==> src/rtl/muldiv_pkg.sv <==
// Shared types for the multi-cycle multiply/divide unit: operation codes and
// controller states.
package muldiv_pkg;

  typedef enum logic [2:0] {
    OP_MULT  = 3'b000,
    OP_MULTU = 3'b001,
    OP_DIV   = 3'b010,
    OP_DIVU  = 3'b011,
    OP_MTHI  = 3'b100,
    OP_MTLO  = 3'b101
  } muldiv_op_t;

  typedef enum logic [1:0] {
    ST_IDLE = 2'b00,
    ST_RUN  = 2'b01,
    ST_FIX  = 2'b10
  } muldiv_state_t;

endpackage

==> src/rtl/muldiv.sv <==
// Multi-cycle signed/unsigned multiply and restoring divide with HI/LO registers.
// state | meaning: IDLE accept/MTHI/MTLO, RUN one bit per cycle, FIX sign fix + write
module muldiv
  import muldiv_pkg::*;
#(
  parameter int N = 32
) (
  input  logic         clk,
  input  logic         reset_n,
  input  logic         start,
  input  logic [2:0]   op,
  input  logic [N-1:0] a,
  input  logic [N-1:0] b,
  output logic         busy,
  output logic         done,
  output logic         div_by_zero,
  output logic [N-1:0] hi,
  output logic [N-1:0] lo
);

  localparam int CW = $clog2(N + 1);

  muldiv_state_t  state;
  muldiv_state_t  state_next;
  muldiv_op_t     op_code;

  logic [CW-1:0]  cnt;
  logic [2*N-1:0] acc;
  logic [N-1:0]   opnd;
  logic           is_div;
  logic           neg_res;
  logic           neg_rem;

  logic           accept;
  logic           is_mul_req;
  logic           is_div_req;
  logic           zero_div;
  logic           launch;
  logic           signed_req;
  logic           a_neg;
  logic           b_neg;
  logic [N-1:0]   a_mag;
  logic [N-1:0]   b_mag;

  logic [N:0]     mul_sum;
  logic [2*N-1:0] mul_next;
  logic [N:0]     rem_shift;
  logic [N:0]     rem_diff;
  logic           div_ge;
  logic [2*N-1:0] div_next;

  logic [N-1:0]   quo_raw;
  logic [N-1:0]   rem_raw;
  logic [N-1:0]   quo_fix;
  logic [N-1:0]   rem_fix;
  logic [2*N-1:0] prod_fix;

  always_comb begin
    op_code    = muldiv_op_t'(op);
    accept     = start && (state == ST_IDLE);
    is_mul_req = accept && ((op_code == OP_MULT) || (op_code == OP_MULTU));
    is_div_req = accept && ((op_code == OP_DIV) || (op_code == OP_DIVU));
    zero_div   = is_div_req && (b == '0);
    launch     = is_mul_req || (is_div_req && !zero_div);
    signed_req = (op_code == OP_MULT) || (op_code == OP_DIV);
    a_neg      = signed_req && a[N-1];
    b_neg      = signed_req && b[N-1];
    a_mag      = a_neg ? -a : a;
    b_mag      = b_neg ? -b : b;
  end

  // Multiply: add multiplicand into the upper half when the low bit is set,
  // then shift the whole register right (carry enters at the top).
  always_comb begin
    mul_sum  = {1'b0, acc[2*N-1:N]} + (acc[0] ? {1'b0, opnd} : {(N+1){1'b0}});
    mul_next = {mul_sum, acc[N-1:1]};
  end

  // Divide: shift the next dividend bit into the partial remainder and
  // subtract the divisor when it fits; quotient bits enter at the bottom.
  always_comb begin
    rem_shift = acc[2*N-1:N-1];
    rem_diff  = rem_shift - {1'b0, opnd};
    div_ge    = (rem_shift >= {1'b0, opnd});
    if (div_ge) begin
      div_next = {rem_diff[N-1:0], acc[N-2:0], 1'b1};
    end else begin
      div_next = {rem_shift[N-1:0], acc[N-2:0], 1'b0};
    end
  end

  always_comb begin
    quo_raw  = acc[N-1:0];
    rem_raw  = acc[2*N-1:N];
    quo_fix  = neg_res ? -quo_raw : quo_raw;
    rem_fix  = neg_rem ? -rem_raw : rem_raw;
    prod_fix = neg_res ? -acc : acc;
  end

  always_comb begin
    state_next = state;
    case (state)
      ST_IDLE: if (launch) state_next = ST_RUN;
      ST_RUN:  if (cnt == CW'(1)) state_next = ST_FIX;
      ST_FIX:  state_next = ST_IDLE;
      default: state_next = ST_IDLE;
    endcase
  end

  always_ff @(posedge clk) begin
    if (!reset_n) begin
      state <= ST_IDLE;
    end else begin
      state <= state_next;
    end
  end

  always_ff @(posedge clk) begin
    if (!reset_n) begin
      hi          <= '0;
      lo          <= '0;
      done        <= 1'b0;
      div_by_zero <= 1'b0;
      acc         <= '0;
      opnd        <= '0;
      cnt         <= '0;
      is_div      <= 1'b0;
      neg_res     <= 1'b0;
      neg_rem     <= 1'b0;
    end else begin
      done        <= 1'b0;
      div_by_zero <= 1'b0;
      case (state)
        ST_IDLE: begin
          if (accept && (op_code == OP_MTHI)) hi <= a;
          if (accept && (op_code == OP_MTLO)) lo <= a;
          if (zero_div) begin
            done        <= 1'b1;
            div_by_zero <= 1'b1;
          end
          if (launch) begin
            acc     <= {{N{1'b0}}, a_mag};
            opnd    <= b_mag;
            cnt     <= CW'(N);
            is_div  <= is_div_req;
            neg_res <= a_neg ^ b_neg;
            neg_rem <= a_neg;
          end
        end
        ST_RUN: begin
          acc <= is_div ? div_next : mul_next;
          cnt <= cnt - CW'(1);
        end
        ST_FIX: begin
          if (is_div) begin
            hi <= rem_fix;
            lo <= quo_fix;
          end else begin
            hi <= prod_fix[2*N-1:N];
            lo <= prod_fix[N-1:0];
          end
          done <= 1'b1;
        end
        default: ;
      endcase
    end
  end

  assign busy = (state != ST_IDLE);

endmodule

==> config.mk <==
export PLATFORM = sky130hd
export DESIGN_NAME = muldiv
export DESIGN_NICKNAME = d
export VERILOG_FILES = /design/src/rtl/muldiv_pkg.sv /design/src/rtl/muldiv.sv
export SDC_FILE = /design/constraint.sdc
export NUM_CORES = 1
export LEC_CHECK = 0
export BUFFER_PORTS_ARGS = -buffer_cell sky130_fd_sc_hd__buf_2
export CAP_MARGIN = 30
export CORE_MARGIN = 4
export CORE_UTILIZATION = 55
export DETAILED_ROUTE_END_ITERATION = 10
export PLACE_DENSITY_LB_ADDON = 0.25
export SYNTH_ARGS = -nofsm -noshare
export SYNTH_HDL_FRONTEND = slang
export SYNTH_SLANG_ARGS = --single-unit
==> constraint.sdc <==
create_clock -name clk -period 5.9 [get_ports clk]
set_input_delay 0.295 -clock clk [delete_from_list [all_inputs] [get_ports clk]]
set_output_delay 0.295 -clock clk [all_outputs]
set_load 0.005 [all_outputs]
# Word-level counts from Yosys, hierarchy flattened
# Index checks and enable logic that the tools add are counted.
# W data, S select, Z words.
# totals
out_inout_bits	67
reg_bits	173
elab_cells	82
in_bits	70
# op_classes
addsub	8
n_reduce_logical	26
magnitude_cmp	1
n_bitwise	1
eq_ne	12
mux	23
# ops
cell	count
$mux W32	9
$mux W64	4
$neg A32 Y32	4
$pmux W32 S2	2
$pmux W64 S2	1
$neg A64 Y64	1
$add A32 B32 Y33	1
$ge A33 B32 Y1	1
$logic_not A32 Y1	1
$sub A32 B32 Y32	1
$pmux W6 S2	1
$reduce_and A2 Y1	6
$logic_and A1 B1 Y1	9
$eq A3 B2 Y1 const B	2
$eq A3 B3 Y1 const B	2
$eq A6 B1 Y1 const B	1
$mux W6	1
$reduce_bool A2 Y1	3
$sub A6 B1 Y6 const B	1
$logic_or A1 B1 Y1	4
$mux W2	2
$ne A2 B1 Y1 const B	2
$ne A2 B2 Y1 const B	2
$pmux W2 S2	1
9 further kinds	9

# Longest topological paths before layout
# Gate-level depths: netlist of the first run.
# logic_depth
ltp_word	9
ltp_mapped	14
ltp_nobuf	13

# Worst setup path after synthesis of the first run
# Ideal clock, no wire load.
# synth_timing
path_kind	flip-flop to flip-flop
startpoint	register acc[0]
endpoint	register acc[61]
period_less_slack_ns	2.957
n_path_buf	1
setup_slack_ns	2.943
t_arrival_ns	2.843
required_time_ns	5.786
setup_time_ns	0.114
path_stages_with_launch	14
cell_sequence	dfxtp_1 inv_1 clkbuf_1 nor2_1 ha_1 a211oi_1 nor2_1 nor3_1 a21oi_1 a2111oi_0 nor2_1 a211oi_1 xnor2_1 a21o_1
# synth_between
elab_chain_cells	4
# synth_rtl
item	line	text
from (decl)	muldiv.sv:28	logic [2*N-1:0] acc;
from (signal assigned)	muldiv.sv:142	acc <= {{N{1'b0}}, a_mag};
from (signal assigned)	muldiv.sv:151	acc <= is_div ? div_next : mul_next;
$mux W32	muldiv.sv:75	mul_sum = {1'b0, acc[2*N-1:N]} + (acc[0] ? {1'b0, opnd} : {(N+1){1'b0}});
$add A32 B32 Y33	muldiv.sv:75	
$mux W64	muldiv.sv:151	
$pmux W64 S2	muldiv.sv:133	case (state)
# Every way passes these cells.
# A chain may end at the register's enable or synchronous reset.

# Final worst setup path of the first run
# layout_timing
startpoint	register acc[34]
endpoint	register acc[45]
# layout_between
elab_chain_cells	4
word_cells_on_any_way	6
cone_classes	add/sub (2); order compare (1); mux (3)
# layout_rtl
item	line	text
$sub A32 B32 Y32 or $ge A33 B32 Y1 (tied branches)	muldiv.sv:83, muldiv.sv:84	
$mux W64	muldiv.sv:85	if (div_ge) begin
$mux W64 *	muldiv.sv:151	
$pmux W64 S2 *	muldiv.sv:133	
# Every way passes the cells marked *; elsewhere a longest branch is shown, timed or not.

==> results of run 1 <==
==> kinds of logic after synthesis <==
| kind of cell | count (synthesis) | synth area share |
|---|---|---|
| AOI/OAI and AO/OA | 539 | 0.250 |
| xor gates and xnor gates | 166 | 0.102 |
| adders and majority gates | 72 | 0.0645 |
| buffers and inverters | 176 | 0.0542 |
| DFF | 173 | 0.244 |
| muxes | 93 | 0.0672 |
| and+or+nand+nor | 631 | 0.218 |
==> power by group through the flow <==
stage | Combinational [mW] | Sequential (mW) | Clock, mW
final | 0.790 | 1.30 | 1.13
after detailed placement | 0.773 | 1.33 | 0
after CTS | 0.777 | 1.30 | 1.13
after floorplan | 0.572 | 1.29 | 0
after global routing | 0.859 | 1.31 | 1.18
after global placement | 0.763 | 1.33 | 0
==> metrics by stage <==
step	utilization	hold slack [ns]	total power, mW	instances
6_report	0.614	0.163	3.22	2250
5_1_grt	0.614	0.166	3.35	2250
4_1_cts	0.614	0.159	3.21	2250
3_5_place_dp	0.591	0.461	2.10	2219
3_3_place_gp	0.589	0.455	2.09	2216
2_1_floorplan	-	0.440	1.86	1850
==> layout make-up <==
| type | instances | area (sq um) | area share |
|---|---|---|---|
| Tap cell | 330 | 413 | 0.0266 |
| Clock buffer | 17 | 425 | 0.0274 |
| Inverter | 64 | 240 | 0.0155 |
| Multi-Input combinational cell | 1501 | 10000 | 0.645 |
| Sequential cell | 173 | 3460 | 0.223 |
| Clock inverter | 14 | 148 | 0.00950 |
| Timing Repair Buffer | 151 | 828 | 0.0533 |
==> how the worst min path moves through the flow <==
stage	start	endpoint	depth (start not counted)
2_1_floorplan	b[0]	opnd[0]$_SDFFE_PN0P_	2
3_3_place_gp	opnd[22]$_SDFFE_PN0P_	opnd[22]$_SDFFE_PN0P_	2
3_5_place_dp	opnd[31]$_SDFFE_PN0P_	opnd[31]$_SDFFE_PN0P_	2
4_1_cts	op[1]	is_div$_SDFFE_PN0P_	2
5_1_grt	op[1]	is_div$_SDFFE_PN0P_	2
6_report	op[1]	is_div$_SDFFE_PN0P_	2
==> routing by layer <==
layer	vias up	GRT usage	wire (microns)
met3	131	0.0490	3460
met2	647	0.527	21800
met5	-	0	20
met4	2	0.172	2600
met1	6782	0.404	19400
li1	6787	-	-
==> sequential cells by signal, indices dropped and copies added (netlist names) <==
name and count:
acc 64, cnt 6, div_by_zero 1, done 1, hi 32, is_div 1, lo 32, neg_rem 1
neg_res 1, opnd 32, state 2
==> layout by cell type, fill, tap and decap left out, types with 8 or more instances in the layout <==
cell and n:
a211oi_1 11, a21boi_0 8, a21o_1 23, a21oi_1 142, a22oi_1 16, a31oi_1 22
and2_1 15, and3_1 40, buf_2 135, buf_4 13, clkbuf_16 17, dfxtp_1 172
ha_1 70, inv_1 64, mux2_2 19, mux2i_1 74, nand2_1 231, nand2b_1 17
nand3_1 33, nand4_1 12, nor2_1 143, nor2b_1 12, nor3_1 32, nor3b_1 9
nor4_1 19, o211a_1 54, o211ai_1 18, o21a_1 9, o21ai_0 137, o21bai_1 9
o22ai_1 15, o31ai_1 19, or3_1 10, or4_1 8, xnor2_1 86, xor2_1 80
==> summary.txt, run 1 <==
Status
  • Run status: completed

Power and ir drop
  • Proportion of total power due to net switching: 0.351
  • Worst ir drop on vdd: 0.187 mV
  • Sequential share of power: 0.405
  • Comb power frac: 0.245
  • Ratio of total power to cell area: 207 nW/um^2
  • Proportion of power drawn by the clock network: 0.350
  • Internal Power: 2.09 mW
  • Leakage power total: 7.21 nW
  • NetSw: 1.13 mW

Timing
  • Max Slew Vio Count: 0
  • Final setup violation count: 0
  • Post-layout worst setup margin: 2.15 ns
  • Transition at the pin with the smallest max-transition slack: 1.04 ns
  • Maximum operating frequency: 267 MHz
  • Post-route minimum period: 3.75 ns
  • Unrepaired setup endpoints after global routing: false
  • Fin Setup TNS: 0 ns
  • Normalized max-slew margin: 0.308
  • Share of the clock period used by the worst path after layout: 0.635
  • Final hold vios: 0
  • Fin Clk Skew: 0.0181 ns

Min path
  • Worst min path class: input pin to flop

Setup path
  • Worst setup path end: acc[45]$_SDFFE_PN0P_
  • Critical path, cell by cell: ha_1 -> a21o_1 -> a21oi_1 -> a21oi_1 -> o31a_1 -> a31o_2 -> a21oi_4 -> buf_4 -> o21ai_0 -> a221o_1
  • Worst endpoint data arrival time: 4.08 ns
  • Required time at the endpoint of the critical path: 6.23 ns
  • Crit path launch type: flop
  • R2r endpoint: acc[45]$_SDFFE_PN0P_
  • Maximum fanout along the worst path: 31
  • Worst-case reg-to-reg path depth: 10
  • Reg-to-reg critical path startpoint: acc[34]$_SDFFE_PN0P_
  • Cell repeated most along the worst path: a21oi_1
  • Worst setup path category: flop to flop
  • Cell count along the critical path: 10
  • CP max-delay cell: a21oi_4
  • Sort of element at the end of the critical path: flop
  • Internal reg-to-reg setup slack: 2.15 ns
  • Gate family responsible for the most delay along the worst path: compound AO/OA/AOI/OAI gates
  • Critical path's largest stage delay: 0.69 ns
  • Beginning of the critical path: acc[34]$_SDFFE_PN0P_
  • Worst path buffer plus inverter count: 1

Die
  • Core Box Area: 25300 sq um
  • Total die area: 28500 sq um
  • Standard-cell rows: 58
  • Initial core utilization: 0.561
  • Die span in x: 169 microns
  • Chip height: 169 microns
  • Ports placed on the boundary: 137

Detailed routing
  • Remaining DRCs: 0
  • Routed vias/inst: 6.38
  • Routed length per placed instance: 21.0 microns
  • Post-detailed-routing wire length: 47.2 mm
  • Vias after detailed routing: 14349
  • Number of nets with antenna violations after routing: 0
  • First-pass iteration count of the detailed router: 7
  • DRC marker count from the first detailed-route iteration: 1624

Synth
  • Area leader, netlist: dfxtp_1
  • Ys Warns: 0
  • Fraction of registers with async set or reset after synthesis: 0
  • Total of flip-flops plus latches after synthesis: 173
  • Synth Area per Inst: 7.68 sq um
  • Sequential fraction of the synthesis area: 0.244
  • Top flip-flop cell by instance count after synthesis: dfxtp_1
  • Post-synthesis instance total: 1850
  • Cell with the most instances after synthesis: nand2_1
  • Summed instance area of the synthesized netlist: 14200 sq um
  • Number of enable-type register cells in the synthesized netlist: 0
  • Synthesized Nets: 1992
  • Largest cells by area after synthesis: dfxtp_1 24%, ha_1 6.2%, nand2_1 6.2%
  • Top post-synthesis cells by count: 233 x nand2_1, 173 x dfxtp_1, 146 x nor2_1, 144 x a21oi_1, 137 x o21ai_0
  • Fraction of synthesized cell area taken by the top area cell type: 0.244
  • Unique masters post-synth: 92

Cells and area
  • Post-route cell area: 15500 sq um
  • Inserted Diodes: 0
  • Share of cells above drive strength 1: 0.127
  • Area Overhead vs Synth: 9.42%
  • Number of nets in the layout: 2050
  • Filler Cell Count: 2297

Clocking
  • CTS tree: built
  • Sink Count: 173
  • Reg clk slew, reported paths: 0.07 ns
  • CTS H-Tree Depth: 4
  • Clock latency at the later pin of the worst-skew pair: 0.45 ns
  • Post-CTS setup buffer count: 0
  • Total of hold buffers inserted after clock tree synthesis: 0
  • Clock Path Buffers: 2
  • Number of clock buffers inserted by TritonCTS: 17
  • CTS resizes: 0
  • Root buffer selected by CTS: clkbuf_16

Global routing
  • Via count of the first global-routing pass: 13378
  • Number of antenna violations at the first check in global routing: 1
  • Total routing usage reported by global routing: 0.320
  • Largest net degree at the start of global routing: 87
  • First-pass GRT wire length: 73.5 mm
  • Grt total ovfl: 0

Placement
  • Detailed-placement wirelength estimate: 35.5 mm
  • Cell area after placement: 15000 sq um
  • Routability Congestion: 1.03
  • Number of buffers inserted by port buffering: 136
  • Worst slack at placement: 2.23 ns

Run
  • Count of max-cap constraint violations: 0
No activity file was read; power rests on OpenSTA's default activity.
==> run 2, diff against run 1 <==
==> constraint.sdc (replaced) <==
create_clock -name clk -period 3.2 [get_ports clk]
set_input_delay 0.16 -clock clk [delete_from_list [all_inputs] [get_ports clk]]
set_output_delay 0.16 -clock clk [all_outputs]
set_load 0.005 [all_outputs]
==> summary.txt, run 2 (synthesis gave the netlist of run 1 again) <==
Clocking
  • Sink Count: 173
  • Root buffer selected by CTS: clkbuf_16
  • Reg clk slew, reported paths: 0.07 ns
  • Clock latency at the later pin of the worst-skew pair: 0.45 ns
  • Clock Path Buffers: 2
  • Number of clock buffers inserted by TritonCTS: 17
  • CTS tree: built
  • CTS H-Tree Depth: 4

Setup path
  • Worst endpoint data arrival time: 3.45 ns
  • Reg-to-reg critical path startpoint: acc[0]$_SDFFE_PN0P_
  • Sort of element at the end of the critical path: flop
  • Critical path, cell by cell: inv_2 -> buf_12 -> nor2_1 -> ha_1 -> a21oi_2 -> o211ai_1 -> o31a_1 -> or4_1 -> o21a_2 -> and3_1 -> nor4_2 -> a21oi_1 -> o31ai_1
  • Required time at the endpoint of the critical path: 3.54 ns
  • Critical path's largest stage delay: 0.40 ns
  • Worst setup path category: flop to flop
  • Maximum fanout along the worst path: 16
  • Crit path launch type: flop
  • CP max-delay cell: or4_1
  • Beginning of the critical path: acc[0]$_SDFFE_PN0P_

Timing
  • Fin Clk Skew: 0.0220 ns
  • Post-layout worst setup margin: 0.0921 ns
  • Final setup violation count: 0
  • Share of the clock period used by the worst path after layout: 0.971
  • Max Slew Vio Count: 0
  • Final hold vios: 0
  • Transition at the pin with the smallest max-transition slack: 0.817 ns
  • Post-route minimum period: 3.11 ns
  • Maximum operating frequency: 322 MHz
  • Normalized max-slew margin: 0.454

Die
  • Chip height: 169 microns
  • Standard-cell rows: 58
  • Ports placed on the boundary: 137
  • Initial core utilization: 0.561
  • Core Box Area: 25300 sq um
  • Die span in x: 169 microns
  • Total die area: 28500 sq um

Detailed routing
  • Remaining DRCs: 0
  • Vias after detailed routing: 14700
  • DRC marker count from the first detailed-route iteration: 1565
  • Number of nets with antenna violations after routing: 0
  • First-pass iteration count of the detailed router: 6
  • Post-detailed-routing wire length: 48.1 mm
  • Routed vias/inst: 6.35
  • Routed length per placed instance: 20.8 microns

Cells and area
  • Area Overhead vs Synth: 13.7%
  • Share of cells above drive strength 1: 0.162
  • Inserted Diodes: 0
  • Area taken by multi-input logic gates: 10100 sq um
  • Sequential standard cell area: 3470 sq um
  • Flip-flop count of the largest register after layout: 64
  • Filler Cell Count: 2303
  • Most used cells in the layout excluding fill and tap cells: 231 x nand2_1, 171 x dfxtp_1, 144 x nor2_1
  • Number of nets in the layout: 2115
  • Commonest non-fill, non-tap cell in the layout: nand2_1
  • Register containing the most flip-flops in the final layout: acc
  • Final standard cell count with taps included and fillers excluded: 2316

Min path
  • Min-Delay Startpoint: op[1]
  • Worst min path class: input pin to flop

Global routing
  • Number of antenna violations at the first check in global routing: 1
  • Total routing usage reported by global routing: 0.323
  • Via count of the first global-routing pass: 13684
  • First-pass GRT wire length: 74.2 mm
  • Largest net degree at the start of global routing: 53
  • Grt total ovfl: 0

Placement
  • Routability Congestion: 0.990
  • Worst slack at placement: -0.0710 ns
  • Detailed-placement wirelength estimate: 36.4 mm
  • Inst Count DP: 2282
  • Number of buffers inserted by port buffering: 136

Status
  • Run status: completed

Power and ir drop
  • Worst ir drop on vdd: 0.301 mV
  • Ratio of total power to cell area: 380 nW/um^2
  • Leakage power total: 7.58 nW
  • Total power: 6.15 mW

Run
  • Count of max-cap constraint violations: 0
-- run 2: cell types whose count changed in the layout (fill, tap and decap cells not counted), sizes merged --
cell    previous run  this run
buf              151       216
clkinv             6         7
bufinv             0         1
inv               72        71
-- run 2: final cells by class --
class,instances,share of cell area
Clock inverter,15,0.0119
Timing Repair Buffer,216,0.0833
Multi-Input combinational cell,1501,0.624
Inverter,64,0.0149
Sequential cell,173,0.214
Clock buffer,17,0.0263
Tap cell,330,0.0256
-- run 2: worst max-delay path: cells and delay by family, from the launching register on --
family,cells,cell delay [ns]
AO/OA/AOI/OAI,6,1.12
AND/OR/NAND/NOR,4,0.93
flip-flops,1,0.34
adder cells (fa/ha/maj),1,0.34
buffers and inverters,2,0.27
-- run 2: path summary, 6_finish.rpt --
kind                                end  slack (ns)  cells after the start
setup / recovery   acc[55]$_SDFFE_PN0P_        0.09                     13
hold / removal      is_div$_SDFFE_PN0P_        0.03                      2
setup reg to reg   acc[55]$_SDFFE_PN0P_        0.09                     13
hold reg to reg   opnd[31]$_SDFFE_PN0P_        0.49                      2
-- run 2: metrics by stage --
step | utilization | hold slack, ns | setup TNS, ns | instance area [sq um]
4_1_cts | 0.635 | 0.0266 | 0 | 16100
3_5_place_dp | 0.611 | 0.473 | -0.151 | 15500
2_1_floorplan | - | 0.305 | 0 | 14200
6_report | 0.638 | 0.0305 | 0 | 16200
3_3_place_gp | 0.611 | 0.455 | 0 | 15500
5_1_grt | 0.638 | 0.0180 | -0.0745 | 16200
-- run 2: timing repair --
item | 4_1_cts | 5_1_grt
endpoints found under the setup margin | 3 | 14
gates resized for setup | 2 | 16
buffers inserted | 0 | 2
endpoints found under the hold margin | 0 | 0
hold buffers | 0 | 0
pin swaps | 0 | 4
-- run 2: metal layers --
layer	up-vias	GRT usage	wire, microns
met5	-	0	0
met4	0	0.207	3270
met3	132	0.0388	3370
met2	672	0.523	22000
met1	6965	0.408	19400
li1	6931	-	-
-- run 2: power by group --
group / leakage (nW) / internal, mW / switching (mW)
clock network: 0.301 / 1.13 / 1.08
logic: 5.87 / 0.619 / 0.946
registers: 1.41 / 2.26 / 0.114
total: 7.58 / 4.01 / 2.14
==> run 3, diff against run 2 <==
--- a/config.mk
+++ b/config.mk
@@ -9,8 +9,10 @@
 export CAP_MARGIN = 30
 export CORE_MARGIN = 4
 export CORE_UTILIZATION = 55
+export CTS_CLUSTER_SIZE = 16
 export DETAILED_ROUTE_END_ITERATION = 10
 export PLACE_DENSITY_LB_ADDON = 0.25
+export SETUP_SLACK_MARGIN = 0.3
 export SYNTH_ARGS = -nofsm -noshare
 export SYNTH_HDL_FRONTEND = slang
 export SYNTH_SLANG_ARGS = --single-unit
==> summary.txt, run 3 (synthesis gave the netlist of run 1 again) <==
Status
  • Run status: completed

Setup path
  • Required time at the endpoint of the critical path: 3.54 ns
  • Crit path launch type: flop
  • Worst endpoint data arrival time: 3.28 ns
  • Worst setup path category: flop to flop
  • Sort of element at the end of the critical path: flop
  • Maximum fanout along the worst path: 7

Power and ir drop
  • Sequential share of power: 0.384
  • NetSw: 2.18 mW
  • Comb power frac: 0.276
  • Leakage power total: 7.86 nW
  • Proportion of power drawn by the clock network: 0.340
  • Total power: 6.19 mW
  • Ratio of total power to cell area: 365 nW/um^2
  • Proportion of total power due to net switching: 0.352
  • Worst ir drop on vdd: 0.378 mV
  • Internal Power: 4.01 mW

Placement
  • Routability Congestion: 1.02
  • Detailed-placement wirelength estimate: 37.5 mm
  • Worst slack at placement: 0.0577 ns
  • Inst Count DP: 2293
  • Number of buffers inserted by port buffering: 136
  • Cell area after placement: 15600 sq um

Min path
  • Worst min path class: input pin to flop

Detailed routing
  • Detail Route met3 WL: 3.28 mm
  • Routed length per placed instance: 21.3 microns
  • DRC marker count from the first detailed-route iteration: 1407
  • First-pass iteration count of the detailed router: 7
  • Uppermost signal routing layer after detailed routing: met4
  • Met2 wirelength from detailed routing: 23.3 mm
  • Vias after detailed routing: 14826
  • Number of nets with antenna violations after routing: 0
  • Sum of routed wire segments on met1: 20.6 mm
  • Remaining DRCs: 0
  • Post-detailed-routing wire length: 50.4 mm
  • Routed vias/inst: 6.28

Global routing
  • Via count of the first global-routing pass: 13909
  • Total routing usage reported by global routing: 0.337
  • Grt total ovfl: 0
  • First-pass GRT wire length: 77.5 mm
  • Largest net degree at the start of global routing: 100
  • Number of antenna violations at the first check in global routing: 0

Die
  • Chip height: 169 microns
  • Core Box Area: 25300 sq um
  • Total die area: 28500 sq um
  • Ports placed on the boundary: 137
  • Standard-cell rows: 58
  • Initial core utilization: 0.561
  • Die span in x: 169 microns

Timing
  • Fin Setup TNS: 0 ns
  • Post-route minimum period: 2.94 ns
  • Fin Clk Skew: 0.0165 ns
  • Normalized max-slew margin: 0.316
  • Final setup violation count: 0
  • Unrepaired setup endpoints after global routing: true
  • Worst hold margin: 0.0267 ns
  • Max Slew Vio Count: 0
  • Post-layout worst setup margin: 0.260 ns
  • Final hold vios: 0
  • Transition at the pin with the smallest max-transition slack: 1.02 ns
  • Maximum operating frequency: 340 MHz
  • Share of the clock period used by the worst path after layout: 0.919

Clocking
  • Number of clock buffers inserted by TritonCTS: 17
  • Reg clk slew, reported paths: 0.07 ns
  • CTS tree: built
  • Total of hold buffers inserted after clock tree synthesis: 0
  • Root buffer selected by CTS: clkbuf_16
  • Clock Path Buffers: 2
  • Clock latency at the later pin of the worst-skew pair: 0.45 ns
  • CTS H-Tree Depth: 4
  • Sink Count: 173

Cells and area
  • Most used cells in the layout excluding fill and tap cells: 230 x nand2_1, 163 x dfxtp_1, 135 x nor2_1, 135 x buf_2, 132 x a21oi_1
  • Flip-flop count of the largest register after layout: 64
  • Share of cells above drive strength 1: 0.215
  • Final standard cell count with taps included and fillers excluded: 2361
  • Commonest non-fill, non-tap cell in the layout: nand2_1
  • Number of nets in the layout: 2160
  • Area Overhead vs Synth: 19.4%
  • Inserted Diodes: 0
  • Core Util, Final: 0.670
  • Post-route cell area: 17000 sq um
  • Register containing the most flip-flops in the final layout: acc

Run
  • Count of max-cap constraint violations: 0
## run 3: cell count changes in the layout (fill, tap and decap cells not counted), moves of 5 or more
cell,delta
o21ai_0,-10
ha_2,+5
ha_1,-12
ha_4,+7
dfxtp_2,+6
dfxtp_1,-8
o21ai_1,+5
a21oi_1,-7
a211oi_1,-5
a21oi_2,+7
buf_4,+35
nor2_2,+7
nor2_1,-9
## run 3: critical path, cell delays in order, from the launching register on
cell	delay, ns
dfxtp_4	0.39
inv_8	0.05
buf_12	0.14
nor2_1	0.14
ha_1	0.29
o211ai_1	0.21
a21oi_2	0.08
o211ai_1	0.32
a21oi_2	0.12
buf_6	0.15
a2111oi_4	0.27
nor2_1	0.07
buf_4	0.15
a211oi_2	0.19
xnor2_1	0.10
a21o_1	0.17
## run 3: layer usage
| metal | vias to the layer above | track usage |
|---|---|---|
| met5 | - | 0 |
| met4 | 0 | 0.185 |
| met3 | 154 | 0.0413 |
| met2 | 710 | 0.561 |
| met1 | 6953 | 0.426 |
| li1 | 7009 | - |
## run 3: final cells by class
| class | instances | area [sq um] |
|---|---|---|
| Multi-Input combinational cell | 1501 | 10500 |
| Fill cell | 2178 | 8370 |
| Sequential cell | 173 | 3480 |
| Timing Repair Buffer | 261 | 1790 |
| Clock buffer | 18 | 429 |
| Tap cell | 330 | 413 |
| Inverter | 64 | 248 |
| Clock inverter | 14 | 146 |
## run 3: power groups by stage
stage	logic (mW)	clock network [mW]	registers (mW)
after floorplan	1.06	0	2.38
after global placement	1.53	0	2.42
after detailed placement	1.54	0	2.42
after CTS	1.60	2.12	2.37
after global routing	1.84	2.20	2.39
final	1.71	2.10	2.38
## run 3: final timing paths
check / cells past startpoint / from / slack, ns / endpoint
worst max-delay path: 15 / acc[0]$_SDFFE_PN0P_ / 0.26 / acc[61]$_SDFFE_PN0P_
worst min-delay path: 2 / op[1] / 0.03 / is_div$_SDFFE_PN0P_
worst max register to register: 15 / acc[0]$_SDFFE_PN0P_ / 0.26 / acc[61]$_SDFFE_PN0P_
worst min register to register: 2 / opnd[31]$_SDFFE_PN0P_ / 0.47 / opnd[31]$_SDFFE_PN0P_
## run 3: repair_timing
action                                  CTS  global route
resized for setup                        42            85
endpoints found under the hold margin     0             0
endpoints found under the setup margin   21            47
buffers inserted                         16            17
pin swaps                                22            50
gates cloned                              2             1
